### src/rtl/cache_const_mul_pipe.sv
// cache_const_mul_pipe
//   Pipelined multiply of an unsigned operand by a compile-time constant,
//   out1 = in1 * MUL_K. The constant is decomposed at elaboration into
//   canonical-signed-digit terms, and the shift-add terms are spread over
//   STAGES register stages. A valid/ready handshake on both sides supports
//   back-pressure, and empty stages collapse.
//
// Parameters
//   IN_W    multiplicand width
//   MUL_K   constant multiplier, 1..65535
//   OUT_W   result width (may be narrower than the full product)
//   STAGES  register stages between input and output, 1..4
//
// Ports
//   clk      clock, rising edge
//   rst      asynchronous active-low reset; clears every stage
//   in_vld   in1 carries a sample
//   in_rdy   sample is accepted this cycle (in_vld && in_rdy)
//   in1      unsigned multiplicand
//   out_vld  out1/out_ovf hold a result
//   out_rdy  downstream takes the result (out_vld && out_rdy)
//   out1     product reduced to OUT_W bits
//   out_ovf  full product does not fit in OUT_W bits
//
// Build option
//   CONST_MUL_SAT_EN  when defined, an overflowing product saturates out1 to
//                     all ones; otherwise out1 wraps modulo 2^OUT_W.

module cache_const_mul_pipe #(
  parameter int unsigned IN_W   = 16,
  parameter int unsigned MUL_K  = 10,
  parameter int unsigned OUT_W  = 20,
  parameter int unsigned STAGES = 2
) (
  input  logic             clk,
  input  logic             rst,
  input  logic             in_vld,
  output logic             in_rdy,
  input  logic [IN_W-1:0]  in1,
  output logic             out_vld,
  input  logic             out_rdy,
  output logic [OUT_W-1:0] out1,
  output logic             out_ovf
);

  localparam int unsigned P_W   = IN_W + $clog2(MUL_K + 1);
  localparam int unsigned CSD_W = 18;
  localparam int unsigned LAST  = STAGES - 1;

  // Canonical-signed-digit recoding: returns {negative digits, positive digits}.
  function automatic logic [2*CSD_W-1:0] csd_digits(input int unsigned k);
    int unsigned       r;
    logic [CSD_W-1:0]  pos;
    logic [CSD_W-1:0]  neg;
    r   = k;
    pos = '0;
    neg = '0;
    for (int unsigned i = 0; i < CSD_W; i++) begin
      if ((r & 32'd3) == 32'd1) begin
        pos[i] = 1'b1;
        r      = r - 32'd1;
      end else if ((r & 32'd3) == 32'd3) begin
        neg[i] = 1'b1;
        r      = r + 32'd1;
      end
      r = r >> 1;
    end
    return {neg, pos};
  endfunction

  function automatic int unsigned count_terms(input logic [CSD_W-1:0] m);
    int unsigned n;
    n = 0;
    for (int unsigned i = 0; i < CSD_W; i++) begin
      if (m[i]) n = n + 1;
    end
    return n;
  endfunction

  localparam logic [2*CSD_W-1:0] CSD     = csd_digits(MUL_K);
  localparam logic [CSD_W-1:0]   CSD_POS = CSD[CSD_W-1:0];
  localparam logic [CSD_W-1:0]   CSD_NEG = CSD[2*CSD_W-1:CSD_W];
  localparam int unsigned        NT      = count_terms(CSD_POS | CSD_NEG);

  // Adds the nonzero CSD terms with ordinal index in [lo, hi) to acc.
  // Arithmetic is modulo 2^P_W: intermediate sums may go transiently
  // negative, but the final sum equals the true product, which fits in P_W.
  function automatic logic [P_W-1:0] add_terms(
    input logic [P_W-1:0]  acc,
    input logic [IN_W-1:0] x,
    input int unsigned     lo,
    input int unsigned     hi
  );
    logic [P_W-1:0] xe;
    logic [P_W-1:0] r;
    int unsigned    n;
    xe = P_W'(x);
    r  = acc;
    n  = 0;
    for (int unsigned i = 0; i < CSD_W; i++) begin
      if (CSD_POS[i] || CSD_NEG[i]) begin
        if (n >= lo && n < hi) begin
          if (CSD_POS[i]) r = r + (xe << i);
          else            r = r - (xe << i);
        end
        n = n + 1;
      end
    end
    return r;
  endfunction

  logic [STAGES-1:0] v;
  logic [STAGES-1:0] v_up;
  logic [STAGES-1:0] adv;

  logic [P_W-1:0]    p_fin;
  logic [OUT_W-1:0]  red_out;
  logic              red_ovf;
  logic [OUT_W-1:0]  out_q;
  logic              ovf_q;

  // Ready chain: a stage advances when it is empty or its successor
  // advances; walking from the output back makes this a running OR.
  always_comb begin
    logic ok;
    adv  = '0;
    v_up = '0;
    ok   = out_rdy;
    for (int unsigned i = 0; i < STAGES; i++) begin
      ok            = ok || !v[LAST - i];
      adv[LAST - i] = ok;
    end
    v_up[0] = in_vld;
    for (int unsigned i = 1; i < STAGES; i++) begin
      v_up[i] = v[i-1];
    end
  end

  always_ff @(posedge clk or negedge rst) begin
    if (!rst) v <= '0;
    else      v <= (v & ~adv) | (v_up & adv);
  end

  generate
    if (STAGES == 1) begin : g_one
      always_comb p_fin = add_terms('0, in1, 0, NT);
    end else begin : g_mid
      logic [IN_W-1:0] x_q   [STAGES-1];
      logic [P_W-1:0]  acc_q [STAGES-1];

      always_ff @(posedge clk or negedge rst) begin
        if (!rst) begin
          for (int unsigned s = 0; s < STAGES - 1; s++) begin
            x_q[s]   <= '0;
            acc_q[s] <= '0;
          end
        end else begin
          if (adv[0] && in_vld) begin
            x_q[0]   <= in1;
            acc_q[0] <= add_terms('0, in1, 0, NT / STAGES);
          end
          for (int unsigned s = 1; s < STAGES - 1; s++) begin
            if (adv[s] && v[s-1]) begin
              x_q[s]   <= x_q[s-1];
              acc_q[s] <= add_terms(acc_q[s-1], x_q[s-1],
                                    (s * NT) / STAGES, ((s + 1) * NT) / STAGES);
            end
          end
        end
      end

      always_comb p_fin = add_terms(acc_q[STAGES-2], x_q[STAGES-2],
                                    (LAST * NT) / STAGES, NT);
    end
  endgenerate

  generate
    if (OUT_W < P_W) begin : g_narrow
      always_comb begin
        red_ovf = |p_fin[P_W-1:OUT_W];
`ifdef CONST_MUL_SAT_EN
        red_out = red_ovf ? '1 : p_fin[OUT_W-1:0];
`else
        red_out = p_fin[OUT_W-1:0];
`endif
      end
    end else begin : g_wide
      always_comb begin
        red_ovf = 1'b0;
        red_out = OUT_W'(p_fin);
      end
    end
  endgenerate

  // Last stage holds the already-reduced result so out1 is a plain register.
  always_ff @(posedge clk or negedge rst) begin
    if (!rst) begin
      out_q <= '0;
      ovf_q <= 1'b0;
    end else if (adv[LAST] && v_up[LAST]) begin
      out_q <= red_out;
      ovf_q <= red_ovf;
    end
  end

  always_comb begin
    in_rdy  = adv[0];
    out_vld = v[LAST];
    out1    = out_q;
    out_ovf = ovf_q;
  end

endmodule

### config.mk
export PLATFORM = sky130hd
export DESIGN_NAME = cache_const_mul_pipe
export DESIGN_NICKNAME = d
export VERILOG_FILES = /design/src/rtl/cache_const_mul_pipe.sv
export SDC_FILE = /design/constraint.sdc
export NUM_CORES = 1
export LEC_CHECK = 0
export CORE_UTILIZATION = 55
export CTS_BUF_LIST = sky130_fd_sc_hd__clkbuf_4 sky130_fd_sc_hd__clkbuf_8
export DETAILED_ROUTE_END_ITERATION = 16
export HOLD_SLACK_MARGIN = 0.08
export PLACE_DENSITY = 0.9
export RECOVER_POWER = 25
export SLEW_MARGIN = 20
export SYNTH_ARGS = -nofsm -noshare
export SYNTH_HDL_FRONTEND = slang
export SYNTH_SLANG_ARGS = --single-unit
### constraint.sdc
create_clock -name clk -period 5.1 [get_ports clk]
set_input_delay 0.51 -clock clk [delete_from_list [all_inputs] [get_ports clk]]
set_output_delay 0.51 -clock clk [all_outputs]
set_load 0.02 [all_outputs]
==> summary.md <==
| Metric | Value |
|---|---|
| Routed WL | `4.01 mm` |
| Clock Latency Late Sink | `0.30 ns` |
| Die Y | `between 60 and 70 um` |
| Worst Setup SP | `rst` |
| Antenna viol nets, final | `0` |
| Top-area cell type share of the netlist area | `43.8%` |
| Maxcap violations | `1` |
| Filler cell count | `290` |
| Netlist cell types | `42` |
| Port buffer count | `40` |
| Setup Total Neg Slack | `0 ns` |
| Static leakage | `approximately 1.1 nW` |
| DR vias | `1614` |
| Dominant cell type by area after synthesis | `dfrtp_1` |
| Htree depth | `2` |
| CP Cell Sequence | `dlygate4sd3_1 -> clkbuf_1` |
| Critical path depth | `2` |
| Layer with the highest usage | `met2` |
| CTS tree | `yes` |
| R2r endpoint | `out1[15]` |
| Worst IR Drop VDD | `0.280 mV` |
| Status | `complete, but fails checks` |
| Via/cell ratio | `approximately 5.6` |
| Top cell family by delay on the critical path | `buffers and inverters` |
| Final period utilization | `between 40% and 50%` |
| GR Util All Layers | `between 20 and 25%` |
| Netlist area before placement | `2120 um2` |
| Die ar. | `4100 um2` |
| Core area | `3690 um2` |
| Crit path DAT | `2.39 ns` |
| WHS Endpoint | `out1[12]` |
| Synth warn | `0` |
| Sink Count | `37` |
| Vias in the first global route | `1535` |
| Path depth of the worst reg2reg path | `8` |
| Post-Syn Instances | `200` |
| Layout cells sized above 1 | `between 10 and 15%` |
| Most frequent cells in the layout | `38 x clkdlybuf4s50_1, 37 x dfrtp_1, 25 x nand2_1` |
| Starting Density | `57.4%` |
| Nets | `approximately 280` |
| # DRC | `0` |
| TritonCTS buffer count | `5` |
| R2r setup slk | `between 2 and 3 ns` |
| Met2 GRT Util | `37.8%` |
| Global-route wire length before repair | `7.04 mm` |
| Post-synthesis sequential area ratio | `between 40% and 50%` |
| Pwr Density | `484 nW/um2` |
| Largest net degree at the start of global routing | `38` |
| Initial DRC count | `46` |
| Register bit total from synthesis | `37` |
| Grt met3 use | `3.93%` |
| Antenna Cells | `0` |
| CTS clk-pin slew, worst paths | `0.07 ns` |
| GRT overflow | `0` |
| DR WL/cell | `roughly 14 um` |
| Hold Startpoint | `out1[12]` |
| Chip width | `64.0 um` |
| Synth Area per Inst | `10.6 um2` |
| Root buffer cell | `clkbuf_8` |
| # rows | `22` |
| Slowest cell delay on critical path | `between 1 and 1.5 ns` |
| CTS max path bufs | `2` |
| GPL Wtd Cong | `0.887` |
| Fin crit period | `~2.3 ns` |
| Worst slew pin tran | `1.88 ns` |
| Initial antenna violation count | `0` |
| Post-cts hold buffer count | `0` |
| RSZ-0062 raised after global routing | `no` |
| Most common cell after layout, fill and taps aside | `clkdlybuf4s50_1` |
| Nature of the critical path startpoint | `input port` |
| Buffers and inverters on the worst path | `2` |
| Endpoints failing hold | `0` |
| CP required | `5.15 ns` |
| Max-slew violation count | `38` |
| Ports | `43` |
| Relative slew slack | `-25.0%` |
| CP max-delay cell | `clkbuf_1` |
| Detailed placer's ending HPWL | `3.06 mm` |
| Top post-synthesis cells by area | `dfrtp_1 44%, mux2_2 11%, ha_1 8.3%, nand2_1 4.4%, xnor2_1 3.3%` |
| Reg-to-Reg Start | `g_mid.acc_q[1]` |
| DR pass1 iterations | `4` |
| Fmax | `428 MHz` |
| Final setup viols | `0` |
| Hold-critical path depth | `2` |
| Clk_skew | `0.00750 ns` |
| CP max FO | `37` |
| Failing checks | `capacitance limit, slew limit` |
| Post CTS Setup Buffer Count | `0` |
| Power, Total | `around 1.3 mW` |
| Global Route met1 Usage | `around 28%` |
| Worst hold path type | `reg -> reg` |
| Syn-to-layout area delta | `24.1%` |
| Setup crit end kind | `asynchronous set/reset pin` |
| Critical path class | `in -> async` |
| Cts repair resizes | `0` |
-- layout make-up --
class	count	area, um2	share of cell area (%)
Multi-Input combinational cell	150	1100	41.8
Sequential cell	37	926	35.3
Timing Repair Buffer	42	412	15.7
Clock buffer	5	68.8	2.62
Tap cell	48	60.1	2.29
Clock inverter	3	46.3	1.76
Inverter	4	15.0	0.572
-- routing by layer --
| metal | up-vias | share of wire [%] |
|---|---|---|
| met5 | - | 0 |
| met3 | 8 | 4.5 |
| met2 | 55 | 50 |
| met1 | 765 | 44 |
| met4 | 0 | 1.7 |
| li1 | 786 | - |
-- cells in the mapped netlist, drive strengths merged --
master,n
clkbuf,4
ha,14
o22ai,2
o31ai,1
a21boi,1
inv,4
nand2,25
a22o,1
xor2,4
nor2b,1
nor3,1
o31a,1
nand4,2
a31oi,1
a221oi,1
and3,2
nand3,5
o21a,2
conb,1
a21o,6
nor2,6
buf,5
a21oi,11
o21ai,16
a211o,1
mux2,20
and2,1
fa,1
nand2b,3
o21bai,4
xnor2,8
bufbuf,1
o211ai,2
dfrtp,37
and4,2
nand4b,1
nand3b,2
-- metrics by stage --
| step | worst slack (ns) | hold slack [ns] | util (%) | std cells | cell area [um2] |
|---|---|---|---|---|---|
| after floorplan | 3.13 | 0.214 | - | 201 | 2120 |
| after global placement | 2.87 | 0.461 | 68.2 | 281 | 2510 |
| after detailed placement | 2.86 | 0.470 | 68.2 | 281 | 2510 |
| after CTS | 2.86 | 0.487 | 71.3 | 289 | 2630 |
| after global routing | 2.30 | 0.513 | 71.2 | 289 | 2630 |
| final | 2.76 | 0.479 | 71.2 | 289 | 2630 |
-- registers in the layout, summed over array words and instances, names as in the netlist, named ones only --
register,flops
g_mid.acc_q,16
out1,19
-- logic make-up after synthesis --
group	Yosys count	synth area share, %
adder cells (fa/ha/maj)	15	9.23
XOR/XNOR	12	4.97
buffers and inverters	14	4.49
other	1	0.177
AND/OR/NAND/NOR	51	11.7
multiplexers	20	10.6
AO/OA/AOI/OAI	50	15.0
flip-flops	37	43.8
-- worst max path at each step --
stage                          end  slack (ns)
after floorplan           out1[15]        3.13
after global placement      in_rdy        2.87
after detailed placement    in_rdy        2.86
after CTS                   in_rdy        2.86
after global routing      out1[13]        2.30
final                     out1[18]        2.76
-- report_power, final --
part           internal, mW  switching [mW]  total [mW]  leakage (nW)
Combinational         0.286           0.300       0.586         0.644
Sequential            0.378          0.0531       0.431         0.440
Clock                 0.146           0.109       0.255        0.0543
Total                 0.810           0.462        1.27          1.14
No activity file was read; power rests on OpenSTA's default activity.
